**config.mk**
```make
export PLATFORM = sky130hd
export DESIGN_NAME = bin_to_bcd_seq
export DESIGN_NICKNAME = d
export VERILOG_FILES = /design/src/rtl/bin_to_bcd_seq.sv
export SDC_FILE = /design/constraint.sdc
export NUM_CORES = 1
export LEC_CHECK = 0
export CORE_MARGIN = 1
export CORE_UTILIZATION = 58
export CTS_CLUSTER_DIAMETER = 120
export DETAILED_ROUTE_END_ITERATION = 12
export GPL_TIMING_DRIVEN = 0
export PLACE_DENSITY = 0.94
export SLEW_MARGIN = 20
export SYNTH_ARGS = -nofsm -noshare
export SYNTH_HDL_FRONTEND = slang
export SYNTH_SLANG_ARGS = --single-unit
```
**constraint.sdc**
```tcl
create_clock -name clk -period 4.1 [get_ports clk]
set_clock_uncertainty 0.15 [all_clocks]
set_input_delay 0.82 -clock clk [delete_from_list [all_inputs] [get_ports clk]]
set_output_delay 0.82 -clock clk [all_outputs]
set_load 0.01 [all_outputs]
```
**src/rtl/bin_to_bcd_seq.sv**
```systemverilog
// Sequential binary-to-BCD converter using shift-and-add-3, one input bit per clock.
// It feeds the ones/tens inputs of the two-digit seven-segment stage and flags
// results above 99, which that stage cannot show.
// Optional build macro: SATURATE_99_EN. When it is defined, results above 99 are
// clamped to "99". When it is undefined, the true digits are kept.
module bin_to_bcd_seq #(
  parameter int IN_W = 8
) (
  input  logic            clk,
  input  logic            rst,
  input  logic            start,
  input  logic [IN_W-1:0] bin,
  output logic            busy,
  output logic            done,
  output logic [3:0]      ones,
  output logic [3:0]      tens,
  output logic [3:0]      hundreds,
  output logic            ovf
);

  typedef enum logic [1:0] {
    IDLE,
    SHIFT,
    DONE
  } state_t;

  state_t          state_q, state_d;
  logic [IN_W-1:0] binSr_q, binSr_d;
  logic [11:0]     work_q, work_d;
  logic [11:0]     workAdj;
  logic [3:0]      cnt_q, cnt_d;
  logic [3:0]      ones_q, ones_d;
  logic [3:0]      tens_q, tens_d;
  logic [3:0]      hundreds_q, hundreds_d;
  logic            ovf_q, ovf_d;
  logic [3:0]      loadOnes, loadTens, loadHundreds;
  logic            loadOvf;

  // Add-3 correction on each work nibble independently, with no carry between digits
  always_comb begin
    workAdj = work_q;
    for (int i = 0; i < 3; i++) begin
      if (work_q[4*i +: 4] >= 4'd5) begin
        workAdj[4*i +: 4] = work_q[4*i +: 4] + 4'd3;
      end
    end
  end

  // Values captured into the output registers when a conversion completes
  always_comb begin
    loadHundreds = work_q[11:8];
    loadTens     = work_q[7:4];
    loadOnes     = work_q[3:0];
    loadOvf      = (work_q[11:8] != 4'd0);
`ifdef SATURATE_99_EN
    if (loadOvf) begin
      loadHundreds = 4'd0;
      loadTens     = 4'd9;
      loadOnes     = 4'd9;
    end
`endif
  end

  // Next-state logic.
  // A SHIFT cycle that sees cnt already at zero does no shifting. It only loads
  // the finished digits and enters DONE. This gives IN_W+1 clocks of latency.
  always_comb begin
    state_d    = state_q;
    binSr_d    = binSr_q;
    work_d     = work_q;
    cnt_d      = cnt_q;
    ones_d     = ones_q;
    tens_d     = tens_q;
    hundreds_d = hundreds_q;
    ovf_d      = ovf_q;
    case (state_q)
      IDLE, DONE: begin
        if (start) begin
          binSr_d = bin;
          work_d  = '0;
          cnt_d   = 4'(IN_W);
          state_d = SHIFT;
        end else begin
          state_d = IDLE;
        end
      end
      SHIFT: begin
        if (cnt_q != 4'd0) begin
          work_d  = {workAdj[10:0], binSr_q[IN_W-1]};
          binSr_d = binSr_q << 1;
          cnt_d   = cnt_q - 4'd1;
        end else begin
          ones_d     = loadOnes;
          tens_d     = loadTens;
          hundreds_d = loadHundreds;
          ovf_d      = loadOvf;
          state_d    = DONE;
        end
      end
      default: state_d = IDLE;
    endcase
  end

  // State and datapath registers. Reset discards any partial conversion.
  always_ff @(posedge clk) begin
    if (rst) begin
      state_q    <= IDLE;
      binSr_q    <= '0;
      work_q     <= '0;
      cnt_q      <= '0;
      ones_q     <= '0;
      tens_q     <= '0;
      hundreds_q <= '0;
      ovf_q      <= 1'b0;
    end else begin
      state_q    <= state_d;
      binSr_q    <= binSr_d;
      work_q     <= work_d;
      cnt_q      <= cnt_d;
      ones_q     <= ones_d;
      tens_q     <= tens_d;
      hundreds_q <= hundreds_d;
      ovf_q      <= ovf_d;
    end
  end

  assign busy     = (state_q == SHIFT);
  assign done     = (state_q == DONE);
  assign ones     = ones_q;
  assign tens     = tens_q;
  assign hundreds = hundreds_q;
  assign ovf      = ovf_q;

endmodule

```
==> results of run 1 <==
cell usage after synthesis (3+ instances only):
cell type,count
dfxtp_1,39
nor2_1,14
inv_1,8
a21oi_1,16
mux2_2,3
or3_1,4
a21oi_2,10
nand4b_1,3
mux2i_1,3
nand2_1,32
nand2_2,8
a22oi_1,3
nand3_1,12
nor4_1,6
a311oi_1,5
buf_2,7
nand2b_1,5
ha_1,8
o21ai_0,5
how the worst max path moves through the flow:
stage                          start    endpoint  slack (ns)  depth (start not counted)
after floorplan                  rst  binSr_q[0]        2.23                          4
after global placement         start    cnt_q[0]        1.69                          6
after detailed placement       start    cnt_q[0]        1.66                          6
after CTS                 state_q[0]        busy        1.34                          5
after global routing      state_q[0]        busy        1.24                          5
final                     state_q[0]        busy        1.34                          5
metal layers:
metal	routed length (um)	GRT usage (%)
met3	139	7.42
met4	41	7.14
met5	0	0
met1	1730	29.2
met2	1990	42.2
layout by cell type (no fill, tap or decap), types with 6 or more instances in the layout:
cell,netlist,layout
inv_1,8,8
a21oi_1,16,16
nand2_1,32,32
nand2_2,8,8
ha_1,8,8
clkdlybuf4s50_1,0,24
a21oi_2,10,10
nor2_1,14,14
buf_2,7,7
nand3_1,12,12
dfxtp_1,39,39
nor4_1,6,6
through the flow:
stage / instances / worst slack, ns / hold slack (ns) / total power (uW)
after global placement: 288 / 1.69 / 0.293 / 517
after CTS: 296 / 1.34 / 0.314 / 703
after floorplan: 220 / 2.23 / 0.282 / 486
after global routing: 296 / 1.24 / 0.336 / 740
final: 296 / 1.34 / 0.314 / 702
after detailed placement: 288 / 1.66 / 0.299 / 520
worst max-delay path: stages (launching register included):
cell and delay, ns:
dfxtp_1 0.39, nand2b_1 0.07, buf_4 0.18, inv_2 0.06, buf_4 0.18, clkdlybuf4s50_1 0.56
flip-flops by register name (all words and copies together), names as in the netlist:
name and count:
hundreds 4, state_q 2, work_q 12, ones 4, tens 4, ovf 1
cnt_q 4, binSr_q 8
where the power goes:
| group | switching (uW) | internal (uW) |
|---|---|---|
| Combinational | 68.7 | 43.8 |
| Clock | 124 | 66.9 |
| Sequential | 8.07 | 391 |
final cells by class:
class,count,area [um2],area share (%)
buffer,14,80.1,3.56
clock buffer,7,45.0,2.00
clock inverter,1,5.00,0.223
inverter,9,33.8,1.50
multi-input combinational,158,1010,44.8
sequential,39,781,34.7
tap,44,55.1,2.45
timing repair buffer,24,240,10.7
kinds of logic (layout without fill, tap and decap cells):
| family | after synthesis | count (layout) |
|---|---|---|
| adder cells (fa/ha/maj) | 8 | 8 |
| buffers and inverters | 23 | 55 |
| multiplexers | 6 | 6 |
| AO/OA/AOI/OAI | 49 | 49 |
| flip-flops | 39 | 39 |
| AND/OR/NAND/NOR | 94 | 94 |
| XOR/XNOR | 1 | 1 |
==> results.yml, run 1 <==
setup_path:
  rrSetupSlack_ns: 2.21
  worstPathMaxFanout: 10
  start_kind: "flip-flop"
  cp.required_ns: 3.13
  criticalPathCategory: "flip-flop to output port"
  r2r_end: "ones[0]"
  reg2reg_from: "cnt_q[0]"
  cp-end-kind: "output port"
  cp.arrival_ns: 1.79
  r2r_cells: 8
synth:
  synth_top_cell_area_share_pct: 41.1
  avgSynthCellArea_um2: 8.64
  synth_nets: 239
  synth-main-ff-cell: "dfxtp_1"
  ys_seq_area_share_pct: 41.1
  yosys_warnings: 0
  netlist_area_um2: 1900
  ys_ff_latch: 39
  syn_inst: 220
  synth.area.mux_share_pct: 3.36
  synth_top_family_by_area: "simple AND/OR/NAND/NOR gates"
  synth-edff-count: 0
  synth-adder-area-share_pct: 5.26
  yosysTopAreaCell: "dfxtp_1"
  async_reset_ff_share_pct: 0
  netlist_top_cells_area: "dfxtp_1 (41%), nand2_1 (6.3%), ha_1 (5.3%)"
  synthXorXnorAreaFrac_pct: 0.461
  ys_types: 39
  synth_compound_area_share_pct: 18.0
  synth-simple-area-share_pct: 25.9
finish:
  final.fill_count: 239
  fin_area_um2: 2250
  area_delta_synth_final_pct: 18.2
  drive_gt1_share_pct: 17.1
  fin_nets: 270
  diodes: 0
  final_util_pct: 73.0
floorplanning:
  dieArea_um2: 3510
  start_util_pct: 61.8
  io_pins: 26
  coreArea_um2: 3080
  dieHeight_um: 59.3
  die_w_um: 59.3
  row_count: 20
timing:
  setup_viol: 0
  fmax_mhz: 362
  hold_violations: 0
  worst_pin_slew_ns: 0.642
  fin_crit_ns: 2.76
  slew_headroom_pct: 57.2
  setup_tns_ns: 0
  drv_slew: 0
  rsz0062_at_grt: "no"
  fin_crit_sh_pct: 67.4
clock_tree:
  clkSlewWorstSetupHoldPaths_ns: 0.10
  cts_buffer_depth: 2
  clk_latency_ns: 0.36
  cts_hold_buf: 0
  postCtsResizedCells: 0
  cts_tree: "done"
  post-cts-setup-buffers: 0
  cts_num_sinks: 39
  cts_root_buffer: "clkbuf_4"
  htreeDepth: 2
  cts_buffers: 5
power:
  power.density_nw_per_um2: 312
  vdd_drop_max_v: 0.000255
  leakagePower_uw: 0.000774
global_routing:
  grt_pass1_vias: 1446
  grt_max_degree: 12
  overflow: 0
  grt_antenna_before_repair: 0
  grt_pass1_wl_um: 6340
  grt.total_usage_pct: 24.5
placed_design:
  portBuffers: 24
  dp_hpwl_um: 2870
  place_area_um2: 2200
  gp_congestion: 0.874
route:
  viasPerCell: 5.63
  drt_iter0_drc: 43
  drt-pass1-iter-count: 4
  routed_wirelength_um: 3900
  detail-route-antenna-nets: 0
  drcViolationCount: 0
  vias: 1667
  wl_per_cell_um: 13.2
job:
  drv_cap: 0
worst_hold_path:
  min_path_type: "flip-flop to flip-flop"
  worstHoldStart: "tens[1]"
  whs_path_depth: 2
  worstHoldEndpoint: "tens[1]"
run_status:
  status: "completed"
(Power assumes the default switching activity.)
==> run 2, diff against run 1 <==
- CORE_UTILIZATION: 58 -> 49
- PLACE_DENSITY: 0.94 -> 0.85
- clock period: 4.1 -> 2.5 ns (I/O delays scaled with it)
==> run 2 against run 1 <==
Net effect: combinational power up 65%; core utilization decreased by 11 points; critical path depth is the same; worst setup slack worse by 1.2 ns; routed wire length rose by 2.5%; first-iteration DRC count increased by 77%; power rose by 81%; via count down 2.6%; critical path type unchanged; largest cell class unchanged; largest power group unchanged; highest routed layer unchanged.
==> results.yml, run 2 (synthesis gave the netlist of run 1 again) <==
run_status:
  status: "completed"
setup_path:
  cpPeakStageDelay_ns: 0.56
  rrSetupSlack_ns: 0.57
  crit_chain: "nand2b_1, buf_4, inv_2, buf_4, clkdlybuf4s50_1"
  criticalPathCategory: "flip-flop to output port"
  cp.required_ns: 1.85
  worstPathMaxFanout: 10
  cp.arrival_ns: 1.70
  cpMostUsedCell: "buf_4"
  critPathSlowestCell: "clkdlybuf4s50_1"
  cp-end-kind: "output port"
  start_kind: "flip-flop"
finish:
  final_util_pct: 62.1
  final_cell_mix: "dfxtp_1 (39), nand2_1 (32), clkdlybuf4s50_1 (24), a21oi_1 (16), nor2_1 (14)"
  final.fill_count: 355
  largest_register_ffs: 12
  fin_cells: 299
  largest_register: "work_q"
  fin_nets: 270
  fin_area_um2: 2290
  reg_top3: "work_q x12, binSr_q x8"
  diodes: 0
  layout_commonest_cell: "dfxtp_1"
  drive_gt1_share_pct: 17.5
  area_delta_synth_final_pct: 20.4
timing:
  setup_tns_ns: 0
  fin_crit_sh_pct: 94.1
  rsz0062_at_grt: "no"
  slew_headroom_pct: 55.2
  fmax_mhz: 425
  whs_ns: 0.307
  hold_violations: 0
  worst_pin_slew_ns: 0.672
  fin_crit_ns: 2.35
  drv_slew: 0
  setup_viol: 0
route:
  drt-pass1-iter-count: 4
  viasPerCell: 5.43
  routed_wirelength_um: 4000
  drcViolationCount: 0
  vias: 1623
  detail-route-antenna-nets: 0
  wl_per_cell_um: 13.4
  drt_iter0_drc: 76
placed_design:
  place_area_um2: 2200
  dp.cells: 292
  portBuffers: 24
  dp_hpwl_um: 2880
  gp_congestion: 0.881
floorplanning:
  dieHeight_um: 64.3
  die_w_um: 64.3
  row_count: 22
  coreArea_um2: 3690
  io_pins: 26
  dieArea_um2: 4130
  start_util_pct: 51.6
clock_tree:
  cts_tree: "done"
  post-cts-setup-buffers: 0
  cts_num_sinks: 39
  cts_hold_buf: 0
  cts_root_buffer: "clkbuf_8"
  clk_latency_ns: 0.30
  htreeDepth: 2
  postCtsResizedCells: 0
  clkSlewWorstSetupHoldPaths_ns: 0.07
  cts_buffer_depth: 2
  cts_buffers: 5
power:
  p_int_uw: 929
  p_sw_uw: 342
  vdd_drop_max_v: 0.000379
  p_comb_share_pct: 14.6
  leakagePower_uw: 0.000792
  seq_power_share_pct: 51.5
  power.density_nw_per_um2: 555
  swShare_pct: 26.9
  clock_power_share_pct: 33.9
global_routing:
  grt.total_usage_pct: 21.2
  grt_antenna_before_repair: 0
  grt_pass1_wl_um: 6620
  grt_pass1_vias: 1421
  grt_max_degree: 12
  overflow: 0
worst_hold_path:
  min_path_type: "flip-flop to flip-flop"
job:
  drv_cap: 0
[run 2: critical path: cells and delay by family, from the launching register on]
| kind | cells | cell delay [ns] |
|---|---|---|
| and+or+nand+nor | 1 | 0.13 |
| DFF | 1 | 0.30 |
| buffers and inverters | 4 | 0.98 |
[run 2: final timing paths]
| path | startpoint | end | depth (start not counted) |
|---|---|---|---|
| worst max-delay path | state_q[1] | busy | 5 |
| worst min-delay path | binSr_q[7] | binSr_q[7] | 2 |
| worst max register to register | cnt_q[0] | ones[1] | 8 |
| worst min register to register | binSr_q[7] | binSr_q[7] | 2 |
[run 2: routing by layer]
metal | up-vias | GRT usage [%] | wire length (um)
met3 | 5 | 5.54 | 154
met4 | 0 | 8.33 | 51
met5 | - | 0 | 0
met1 | 745 | 26.4 | 1860
li1 | 831 | - | -
met2 | 42 | 34.5 | 1930
[run 2: power by group through the flow]
| stage | Sequential, uW | Combinational [uW] | Clock [uW] |
|---|---|---|---|
| 2_1_floorplan | 666 | 131 | 0 |
| 3_3_place_gp | 668 | 181 | 0 |
| 3_5_place_dp | 669 | 185 | 0 |
| 4_1_cts | 654 | 186 | 439 |
| 5_1_grt | 657 | 203 | 467 |
| 6_report | 655 | 186 | 431 |
[run 2: through the flow]
stage | power [uW] | setup slack, ns
after floorplan | 796 | 0.840
after global placement | 849 | 0.401
after detailed placement | 854 | 0.376
after CTS | 1280 | 0.140
after global routing | 1330 | 0.102
final | 1270 | 0.148
[run 2: area by class of cell]
class                      count  area, um2  share of cell area (%)
clock inverter                 1       5.00                   0.219
timing repair buffer          24        240                    10.5
inverter                       9       33.8                    1.48
multi-input combinational    158       1010                    44.0
buffer                        14       80.1                    3.50
sequential                    39        781                    34.1
tap                           48       60.1                    2.62
clock buffer                   6       82.6                    3.61
==> run 3, diff against run 2 <==
- CORE_MARGIN: 1 -> not set
- SKIP_CTS_REPAIR_TIMING: not set -> 1
==> results of run 3 <==
No change in the layout: final DEF, timing and power equal those of run 2.
